## src/rtl/adder_tree_pipe.sv

```systemverilog
// Pipelined N-input signed adder tree with optional
// saturation and optional per-group accumulation.
module adder_tree_pipe #(
  parameter int NUM       = 4,
  parameter int WIDTH     = 32,
  parameter int SAT       = 1,
  parameter int ACC       = 0,
  parameter int ACC_GUARD = 8
) (
  input  logic                 clk,
  input  logic                 rst,
  input  logic [NUM*WIDTH-1:0] i,
  input  logic                 i_valid,
  input  logic                 i_last,
  output logic [WIDTH-1:0]     o,
  output logic                 o_valid,
  output logic                 o_ovf
);

  localparam int LVL = $clog2(NUM);
  localparam int TW  = WIDTH + LVL;
  localparam int AW  = TW + ACC_GUARD;
  localparam int FW  = (ACC != 0) ? AW : TW;

  function automatic int cnt(int l);
    int c;
    c = NUM;
    for (int k = 0; k < l; k++) c = (c + 1) / 2;
    return c;
  endfunction

  logic [LVL-1:0] vq;
  logic [LVL-1:0] lq;
  logic [LVL:0]   vs;
  logic [LVL:0]   ls;

  assign vs = {vq, i_valid};
  assign ls = {lq, i_valid & i_last};

  // valid/last flags travel alongside the tree data
  always_ff @(posedge clk) begin
    if (!rst) begin
      vq <= '0;
      lq <= '0;
    end else begin
      vq <= vs[LVL-1:0];
      lq <= ls[LVL-1:0];
    end
  end

  for (genvar l = 0; l <= LVL; l++) begin : g_lvl
    localparam int C = cnt(l);
    logic [WIDTH+l-1:0] s [C];
    if (l == 0) begin : g_in
      for (genvar j = 0; j < C; j++) begin : g_op
        assign s[j] = i[j*WIDTH +: WIDTH];
      end
    end else begin : g_reg
      localparam int P = cnt(l - 1);
      for (genvar j = 0; j < C; j++) begin : g_node
        if (2*j + 1 < P) begin : g_add
          // pairwise sum, one bit of growth
          always_ff @(posedge clk)
            s[j] <= {g_lvl[l-1].s[2*j][WIDTH+l-2],
                     g_lvl[l-1].s[2*j]}
                  + {g_lvl[l-1].s[2*j+1][WIDTH+l-2],
                     g_lvl[l-1].s[2*j+1]};
        end else begin : g_pass
          // odd leftover entry rides through unchanged
          always_ff @(posedge clk)
            s[j] <= {g_lvl[l-1].s[2*j][WIDTH+l-2],
                     g_lvl[l-1].s[2*j]};
        end
      end
    end
  end

  logic [TW-1:0] sum_t;
  logic          tree_v;
  logic          tree_l;
  logic [FW-1:0] full;
  logic          full_v;

  assign sum_t  = g_lvl[LVL].s[0];
  assign tree_v = vq[LVL-1];
  assign tree_l = lq[LVL-1];

  if (ACC != 0) begin : g_acc
    logic [AW-1:0] acc;
    logic [AW-1:0] ext;
    logic [AW-1:0] nxt;
    logic [AW-1:0] sum_a;
    logic          v_a;

    assign ext = AW'($signed(sum_t));
    assign nxt = acc + ext;

    // fold beats into acc; emit and clear on last
    always_ff @(posedge clk) begin
      if (!rst) begin
        acc <= '0;
        v_a <= 1'b0;
      end else begin
        v_a <= tree_v & tree_l;
        if (tree_v) begin
          sum_a <= nxt;
          acc   <= tree_l ? '0 : nxt;
        end
      end
    end

    assign full   = sum_a;
    assign full_v = v_a;
  end else begin : g_dir
    assign full   = sum_t;
    assign full_v = tree_v;
  end

  logic             ovf;
  logic [WIDTH-1:0] sat_v;

  assign ovf   = ~(&full[FW-1:WIDTH-1] | ~|full[FW-1:WIDTH-1]);
  assign sat_v = full[FW-1] ? {1'b1, {(WIDTH-1){1'b0}}}
                            : {1'b0, {(WIDTH-1){1'b1}}};

  // output register: clamp or wrap, flag out-of-range
  always_ff @(posedge clk) begin
    if (!rst) begin
      o       <= '0;
      o_valid <= 1'b0;
      o_ovf   <= 1'b0;
    end else begin
      o_valid <= full_v;
      o_ovf   <= full_v & ovf;
      if (full_v)
        o <= (SAT != 0 && ovf) ? sat_v : full[WIDTH-1:0];
    end
  end

endmodule
```

## config.mk

```make
export PLATFORM = sky130hd
export DESIGN_NAME = adder_tree_pipe
export DESIGN_NICKNAME = d
export VERILOG_FILES = /design/src/rtl/adder_tree_pipe.sv
export SDC_FILE = /design/constraint.sdc
export NUM_CORES = 1
export LEC_CHECK = 0
export CAP_MARGIN = 10
export CORE_ASPECT_RATIO = 1.75
export CORE_MARGIN = 1
export CORE_UTILIZATION = 42
export DETAILED_ROUTE_END_ITERATION = 8
export PLACE_DENSITY = 0.73
export SKIP_LAST_GASP = 1
export SYNTH_ARGS = -nofsm -noshare
export SYNTH_HDL_FRONTEND = slang
export SYNTH_SLANG_ARGS = --single-unit
```

## constraint.sdc

```tcl
create_clock -name clk -period 3.1 [get_ports clk]
set_input_delay 0.465 -clock clk [delete_from_list [all_inputs] [get_ports clk]]
set_output_delay 0.465 -clock clk [all_outputs]
set_load 0.03 [all_outputs]
```

==> results of run 1 <==
[worst max-delay path, cell delays in order]
cell                              delay (ns)
sky130_fd_sc_hd__clkdlybuf4s50_1        0.40
sky130_fd_sc_hd__ha_1                   0.23
sky130_fd_sc_hd__fa_1                   0.39
sky130_fd_sc_hd__a21oi_1                0.21
sky130_fd_sc_hd__o211ai_1               0.22
sky130_fd_sc_hd__a31oi_1                0.35
sky130_fd_sc_hd__o221ai_1               0.27
sky130_fd_sc_hd__a21boi_1               0.32
sky130_fd_sc_hd__o21ai_0                0.17
sky130_fd_sc_hd__xor2_1                 0.17
[per-stage QoR]
step	util	cells	worst slack [ns]
final	0.572	1439	0.188
after global routing	0.572	1439	0.0725
after CTS	0.572	1439	0.240
after detailed placement	0.539	1407	-0.162
after global placement	0.539	1407	-0.124
after floorplan	-	986	0.560
[placed cells by master, fill, tap and decap left out, drive strengths merged, types with 11 or more instances in the layout]
cell	n
xnor2	47
nand2b	39
inv	21
a21o	42
o211ai	11
clkbuf	20
xor2	37
o31ai	12
nand2	70
dfxtp	136
buf	45
and3	12
o21bai	13
a31oi	11
a21oi	98
clkdlybuf4s50	164
nand3	17
a21boi	34
nor2	53
nand4	13
o21ai	79
ha	97
nor3	12
[worst max-delay path by stage]
stage / depth (start not counted) / endpoint / slack [ns] / from
after floorplan: 9 / g_lvl[1].s[0][30]$_DFF_P_ / 0.56 / i[0]
after global placement: 10 / g_lvl[1].s[0][63]$_DFF_P_ / -0.12 / i[64]
after detailed placement: 10 / g_lvl[1].s[0][63]$_DFF_P_ / -0.16 / i[64]
after CTS: 10 / g_lvl[1].s[0][63]$_DFF_P_ / 0.24 / i[64]
after global routing: 10 / g_lvl[1].s[0][63]$_DFF_P_ / 0.07 / i[64]
final: 10 / g_lvl[1].s[0][63]$_DFF_P_ / 0.19 / i[64]
[per-layer routing]
metal  vias up  wire (um)  global-route usage
li1       3988          -                   -
met1      3583       8060               0.217
met2       232      11200               0.392
met3        65        751              0.0287
met4         0        898               0.116
met5         -          0                   0
[kinds of logic after synthesis]
group | share of synthesized area
AO/OA/AOI/OAI | 0.273
XOR/XNOR | 0.0863
adder cells (fa/ha/maj) | 0.149
buffers and inverters | 0.0238
flip-flops | 0.319
multiplexers | 0.00367
AND/OR/NAND/NOR | 0.144
[area by class of cell]
| class | instances | area, um^2 |
|---|---|---|
| clock buffers | 20 | 457 |
| clock inverters | 12 | 198 |
| fillers | 1784 | 8490 |
| inverters | 21 | 78.8 |
| multi-input cells | 796 | 5600 |
| flip-flops and latches | 136 | 2720 |
| well taps | 245 | 307 |
| repair buffers | 209 | 1980 |
[report_power, final]
group          switching, mW  leakage (nW)  internal, mW
sequential             0.149          1.14          2.24
clock                  0.727         0.316          1.47
combinational           1.65          3.31          1.35
total                   2.52          4.77          5.06
[state kept, by name (all words and copies together), names as in the netlist]
register / cells
o_ovf: 1
o: 32
o_valid: 1
g_lvl.s: 100
vq: 2
==> impl_results.md, run 1 <==
- Outcome: completed
- GPL Wtd Cong: between 0.9 and 1
- Final hold violation count: 0
- Largest net degree at the start of global routing: 35
- Worst flop-to-flop path startpoint: g_lvl[1].s[0][0]$_DFF_P_
- Power Dens Cells: 669 nW/um^2
- Top-level port count: roughly 170
- Pleak: around 4.8 nW
- Final total power: roughly 7.6 mW
- Remaining antenna violation count after routing: 0
- Clock Tree Root: sky130_fd_sc_hd__clkbuf_16
- DRC errors left: 0
- Nets: roughly 1400
- Buffers from clock root to sink, at most: 2
- Data required time of the worst path: around 3.4 ns
- Mapped cell area: roughly 8500 um^2
- Clock transition at the register clock pins on the worst setup and hold paths after CTS: ~0.06 ns
- Placed cell area: between 10000 and 15000 um^2
- Ranking of synthesized cells by instance count: sky130_fd_sc_hd__dfxtp_1, sky130_fd_sc_hd__a21oi_1, sky130_fd_sc_hd__ha_1
- Cell taking the most area after synthesis: sky130_fd_sc_hd__dfxtp_1
- Count of vias placed by the detailed router: around 8000
- Clock tree from TritonCTS: done
- Port bufs: around 160
- Die height: about 190 um
- CTS sink cnt: around 140
- Via density: between 5 and 6
- Arrival time of the worst setup path: approximately 3.2 ns
- Critical Path Start Type: primary input
- Via count of the first global-routing pass: ~7700
- Sum of net half-perimeters after detailed placement: ~17000 um
- Count of pins over their slew limit: 0
- Min-Delay Startpoint: vq[0]$_SDFF_PN0_
- RSZ-0062 raised after global routing: no
- Area growth syn-to-layout: 33.0%
- Total of cells resized after clock tree synthesis: 0
- Global-route total usage across every layer: 0.209
- Number of antenna violations at the first check in global routing: 0
- Fraction of layout cells with a size suffix above 1: 0.0787
- Final antenna diode count: 0
- Fraction of registers with async set/reset: 0
- CP Capture Type: register
- Minimum hold slack: 0.432 ns
- Final critical delay including setup and external delays: approximately 2.9 ns
- WL/cell: ~15 um
- Worst-path fanout max: 3
- Die X: 110 um
- H-tree level count: 4
- Worst-case headroom to the max-slew limit: 0.492
- End of the worst register-to-register path: g_lvl[2].s[0][32]$_DFF_P_
- Final Instance Area: 11300 um^2
- Clk Latency, worst-skew pair: around 0.42 ns
- Dominant cell by count in the synthesized netlist: sky130_fd_sc_hd__dfxtp_1
- Class of the worst hold path: register to register
- Fmax achieved: approximately 340 MHz
- Area of the die: 20900 um^2
- Sum of negative setup slack: 0 ns
- Endpoints failing setup: 0
- Count of mapped cells out of synthesis: approximately 990
- Tightest Pin Transition: about 0.76 ns
- Unique cell type count in the Yosys netlist: 62
- Sequential area share after synthesis: 0.319
- Post-synthesis register bit count: between 100 and 150
- Worst clock skew on the final layout: between 0.007 and 0.008 ns
- Maximum ir drop on the vdd rail: 0.000399 V
- Top flip-flop cell by instance count after synthesis: sky130_fd_sc_hd__dfxtp_1
- Max cap viols: 0
- Wire length of the first global-routing pass: 34600 um
- TritonCTS Buffers: 17
- Syn Area/Cell: 8.64 um^2
- Post-CTS Hold Fix Bufs: 0
- Total nets after synthesis: 1218
- Biggest area contributors in the synthesized netlist: sky130_fd_sc_hd__dfxtp_1, sky130_fd_sc_hd__ha_1, sky130_fd_sc_hd__a21oi_1
- Count of standard-cell rows: roughly 70
- Grt total ovfl: 0
- Number of DRC markers in iteration 0: between 200 and 300
- Depth of the worst register-to-register path: 10
- Path type of the worst setup path: primary input to register
- Worst setup slack for register-to-register paths: approximately 0.30 ns
- Fraction of synthesized cell area taken by the top area cell type: 0.319
- Period utilisation layout: 0.939
- Hold EP: vq[1]$_SDFF_PN0_
- Total number of yosys warnings: 0
- Std-Cell Core Area: 19800 um^2
- Number of enable flip-flop cells after synthesis: 0
- Total iterations of the first detailed-routing run: 5
- Count of buffers added by post-CTS timing repair for setup: 0
- Starting density of the core: 0.430
- Final Routed Wirelength: approximately 21000 um
- Min-Delay Path Depth: 1
No activity file was read; power rests on OpenSTA's default activity.
==> inputs of run 2 (changes only) <==
--- a/config.mk
+++ b/config.mk
@@ -15,3 +15,4 @@
 export SYNTH_ARGS = -nofsm -noshare
 export SYNTH_HDL_FRONTEND = slang
 export SYNTH_SLANG_ARGS = --single-unit
+export TNS_END_PERCENT = 5
==> results of run 2 <==
No change in the layout: final DEF, timing and power equal those of run 1.
==> inputs of run 3 (changes only) <==
==> constraint.sdc (replaced) <==
create_clock -name clk -period 3.1 [get_ports clk]
set_input_delay 0.31 -clock clk [delete_from_list [all_inputs] [get_ports clk]]
set_output_delay 0.31 -clock clk [all_outputs]
set_load 0.03 [all_outputs]
==> run 3 against run 2 <==
Effect of this change: worst hold slack worse by 0.00051 ns; sequential power about the same; via count down 2.4%; register-to-register slack about the same; count of clock-buffer cells in the layout down 1; power down 3.5%; global-route usage down 0.16 points; critical path depth unchanged; clock skew up 0.00056 ns; non-clock buffer count down 24; sequential share of layout area up 0.57 points; critical path type is now register to register; highest routed layer unchanged.
==> impl_results.md, run 3 (synthesized netlist as in run 1, its figures left out) <==
- Most common cell after layout, fill and taps aside: sky130_fd_sc_hd__clkdlybuf4s50_1 (unchanged)
- Grt total ovfl: 0 (unchanged)
- Core occupancy in the finished layout: 0.559 (was 0.572)
- Arrival time of the worst setup path: 3.16 ns (was 3.20 ns)
- Die height: 190 um (unchanged)
- GPL Wtd Cong: 0.961 (was 0.949)
- Clock transition at the register clock pins on the worst setup and hold paths after CTS: 0.06 ns (about the same)
- Min-Delay Startpoint: vq[0]$_SDFF_PN0_ (unchanged)
- Post-CTS Hold Fix Bufs: 0 (unchanged)
- End of the worst register-to-register path: g_lvl[2].s[0][32]$_DFF_P_ (unchanged)
- Area of the die: 20900 um^2 (unchanged)
- Path type of the worst setup path: register to register (was primary input to register)
- TritonCTS Buffers: 17 (unchanged)
- Maximum ir drop on the vdd rail: 0.000374 V (was 0.000399 V)
- Endpoints failing setup: 0 (unchanged)
- Sum of net half-perimeters after detailed placement: 16600 um (was 17100 um)
- Worst clock skew on the final layout: 0.00819 ns (was 0.00763 ns)
- Area of the multi-input gates: 5600 um^2 (unchanged)
- Total iterations of the first detailed-routing run: 7 (was 5)
- Worst Slack Setup Final: 0.288 ns (was 0.188 ns)
- Area growth syn-to-layout: 30.0% (was 33.0%)
- Port bufs: 164 (unchanged)
- Final antenna diode count: 0 (unchanged)
- Critical Path Start Type: register (was primary input)
- Std-Cell Core Area: 19800 um^2 (unchanged)
- Class of the worst hold path: register to register (unchanged)
- Worst flop-to-flop path startpoint: g_lvl[1].s[0][0]$_DFF_P_ (unchanged)
- Clock Tree Root: sky130_fd_sc_hd__clkbuf_16 (unchanged)
- CP Capture Type: register (unchanged)
- Worst-case headroom to the max-slew limit: 0.326 (was 0.492)
- Number of antenna violations at the first check in global routing: 0 (unchanged)
- Count of pins over their slew limit: 0 (unchanged)
- Final critical delay including setup and external delays: 2.81 ns (was 2.91 ns)
- Fmax achieved: 356 MHz (was 343 MHz)
- Area taken by flip-flops and latches: 2720 um^2 (unchanged)
- CP delay by family, top: compound AO/OA/AOI/OAI gates (unchanged)
- Sum of negative setup slack: 0 ns (unchanged)
- Maximum single-stage delay on the critical path: 0.45 ns (was 0.40 ns)
- Worst-path fanout max: 4 (was 3)
- Tightest Pin Transition: 1.01 ns (was 0.759 ns)
- Nets: 1389 (was 1413)
- Depth of the worst register-to-register path: 10 (unchanged)
- CTS sink cnt: 136 (unchanged)
- Starting density of the core: 0.430 (unchanged)
- Max cap viols: 0 (unchanged)
- Cell Count Post-Placement: 1383 (was 1407)
- Most flops, register: g_lvl.s (unchanged)
- Count of vias placed by the detailed router: 7680 (was 7868)
- RSZ-0062 raised after global routing: no (unchanged)
- Via count of the first global-routing pass: 7554 (was 7745)
- Wire length of the first global-routing pass: 34400 um (was 34600 um)
- Final Routed Wirelength: 20600 um (was 20900 um)
- Via density: 5.44 (was 5.47)
- Placed cell area: 10500 um^2 (was 10700 um^2)
- Outcome: completed (unchanged)
- Clk Latency, worst-skew pair: 0.41 ns (was 0.42 ns)
- Cell at the slowest stage of the critical path: sky130_fd_sc_hd__o41ai_1 (was sky130_fd_sc_hd__clkdlybuf4s50_1)
- Bufs and invs on worst path: 1 (unchanged)
- Pleak: 4.61 nW (was 4.77 nW)
- Max reg flops: 100 (unchanged)
- Top-level port count: 166 (unchanged)
- Final total power: 7.32 mW (was 7.58 mW)
- Min-Delay Path Depth: 1 (unchanged)
- Clock tree from TritonCTS: done (unchanged)
- Hold EP: vq[1]$_SDFF_PN0_ (unchanged)
- Minimum hold slack: 0.432 ns (about the same)
- Worst setup slack for register-to-register paths: 0.29 ns (was 0.30 ns)
- Buffers from clock root to sink, at most: 2 (unchanged)
- Largest registers: g_lvl.s x100, o x32, vq x2 (unchanged)
- Non-filler cells, final: 1412 (was 1439)
- Worst-path cell chain: ha_1 -> inv_1 -> fa_1 -> nand2b_1 -> a21o_1 -> a31o_2 -> o22ai_1 -> a41oi_1 -> o41ai_1 -> xor2_1 (was clkdlybuf4s50_1 -> ha_1 -> fa_1 -> a21oi_1 -> o211ai_1 -> a31oi_1 -> o221ai_1 -> a21boi_1 -> o21ai_0 -> xor2_1)
- Total of cells resized after clock tree synthesis: 0 (unchanged)
- Largest net degree at the start of global routing: 36 (was 35)
- Leading cell types in the layout, fill and taps excluded: sky130_fd_sc_hd__clkdlybuf4s50_1, sky130_fd_sc_hd__dfxtp_1, sky130_fd_sc_hd__a21oi_1, sky130_fd_sc_hd__ha_1, sky130_fd_sc_hd__o21ai_0 (unchanged)
- Count of standard-cell rows: 68 (unchanged)
- Die X: 110 um (unchanged)
- Count of buffers added by post-CTS timing repair for setup: 0 (unchanged)
- WL/cell: 14.6 um (was 14.5 um)
- Global-route total usage across every layer: 0.208 (was 0.209)
- Fraction of layout cells with a size suffix above 1: 0.0574 (was 0.0787)
- Number of DRC markers in iteration 0: 239 (was 274)
- Final hold violation count: 0 (unchanged)
- DRC errors left: 0 (unchanged)
- H-tree level count: 4 (unchanged)
- Power Dens Cells: 661 nW/um^2 (was 669 nW/um^2)
- Period utilisation layout: 0.907 (was 0.939)
- Data required time of the worst path: 3.44 ns (was 3.39 ns)
- Remaining antenna violation count after routing: 0 (unchanged)
- Number of inserted filler cells in the final layout: 1814 (was 1784)
- Final Instance Area: 11100 um^2 (was 11300 um^2)
- Pre-CTS setup slack: 0.0217 ns (was -0.162 ns)
-- run 3: cell types whose count changed in the layout (fill, tap and decap cells not counted), sizes merged --
cell	delta
buf	-24
bufinv	-2
clkbuf	-1
-- run 3: cell type report --
type                    instances  share of cell area
multi-input cells             796               0.505
flip-flops and latches        136               0.246
repair buffers                185               0.162
clock buffers                  19              0.0400
well taps                     245              0.0277
clock inverters                10              0.0117
inverters                      21             0.00712
-- run 3: how the worst max path moves through the flow --
stage | endpoint | from | depth (start not counted) | slack (ns)
finish | g_lvl[2].s[0][32]$_DFF_P_ | g_lvl[1].s[0][0]$_DFF_P_ | 10 | 0.29
global route | g_lvl[2].s[0][32]$_DFF_P_ | g_lvl[1].s[0][0]$_DFF_P_ | 10 | 0.09
CTS | g_lvl[2].s[0][32]$_DFF_P_ | g_lvl[1].s[0][0]$_DFF_P_ | 10 | 0.29
detailed placement | g_lvl[1].s[0][63]$_DFF_P_ | i[64] | 10 | 0.02
global placement | g_lvl[1].s[0][63]$_DFF_P_ | i[64] | 10 | 0.05
floorplan | g_lvl[2].s[0][32]$_DFF_P_ | g_lvl[1].s[0][0]$_DFF_P_ | 10 | 0.70
-- run 3: layer usage --
layer	wire length, um	track usage
met5	0	0
met3	700	0.0290
met2	11000	0.385
met4	668	0.0969
met1	8290	0.226
-- run 3: power by group --
part | total, mW | internal (mW) | switching (mW)
Clock | 1.96 | 1.26 | 0.701
Sequential | 2.39 | 2.24 | 0.149
Combinational | 2.96 | 1.32 | 1.64
Total | 7.32 | 4.83 | 2.49
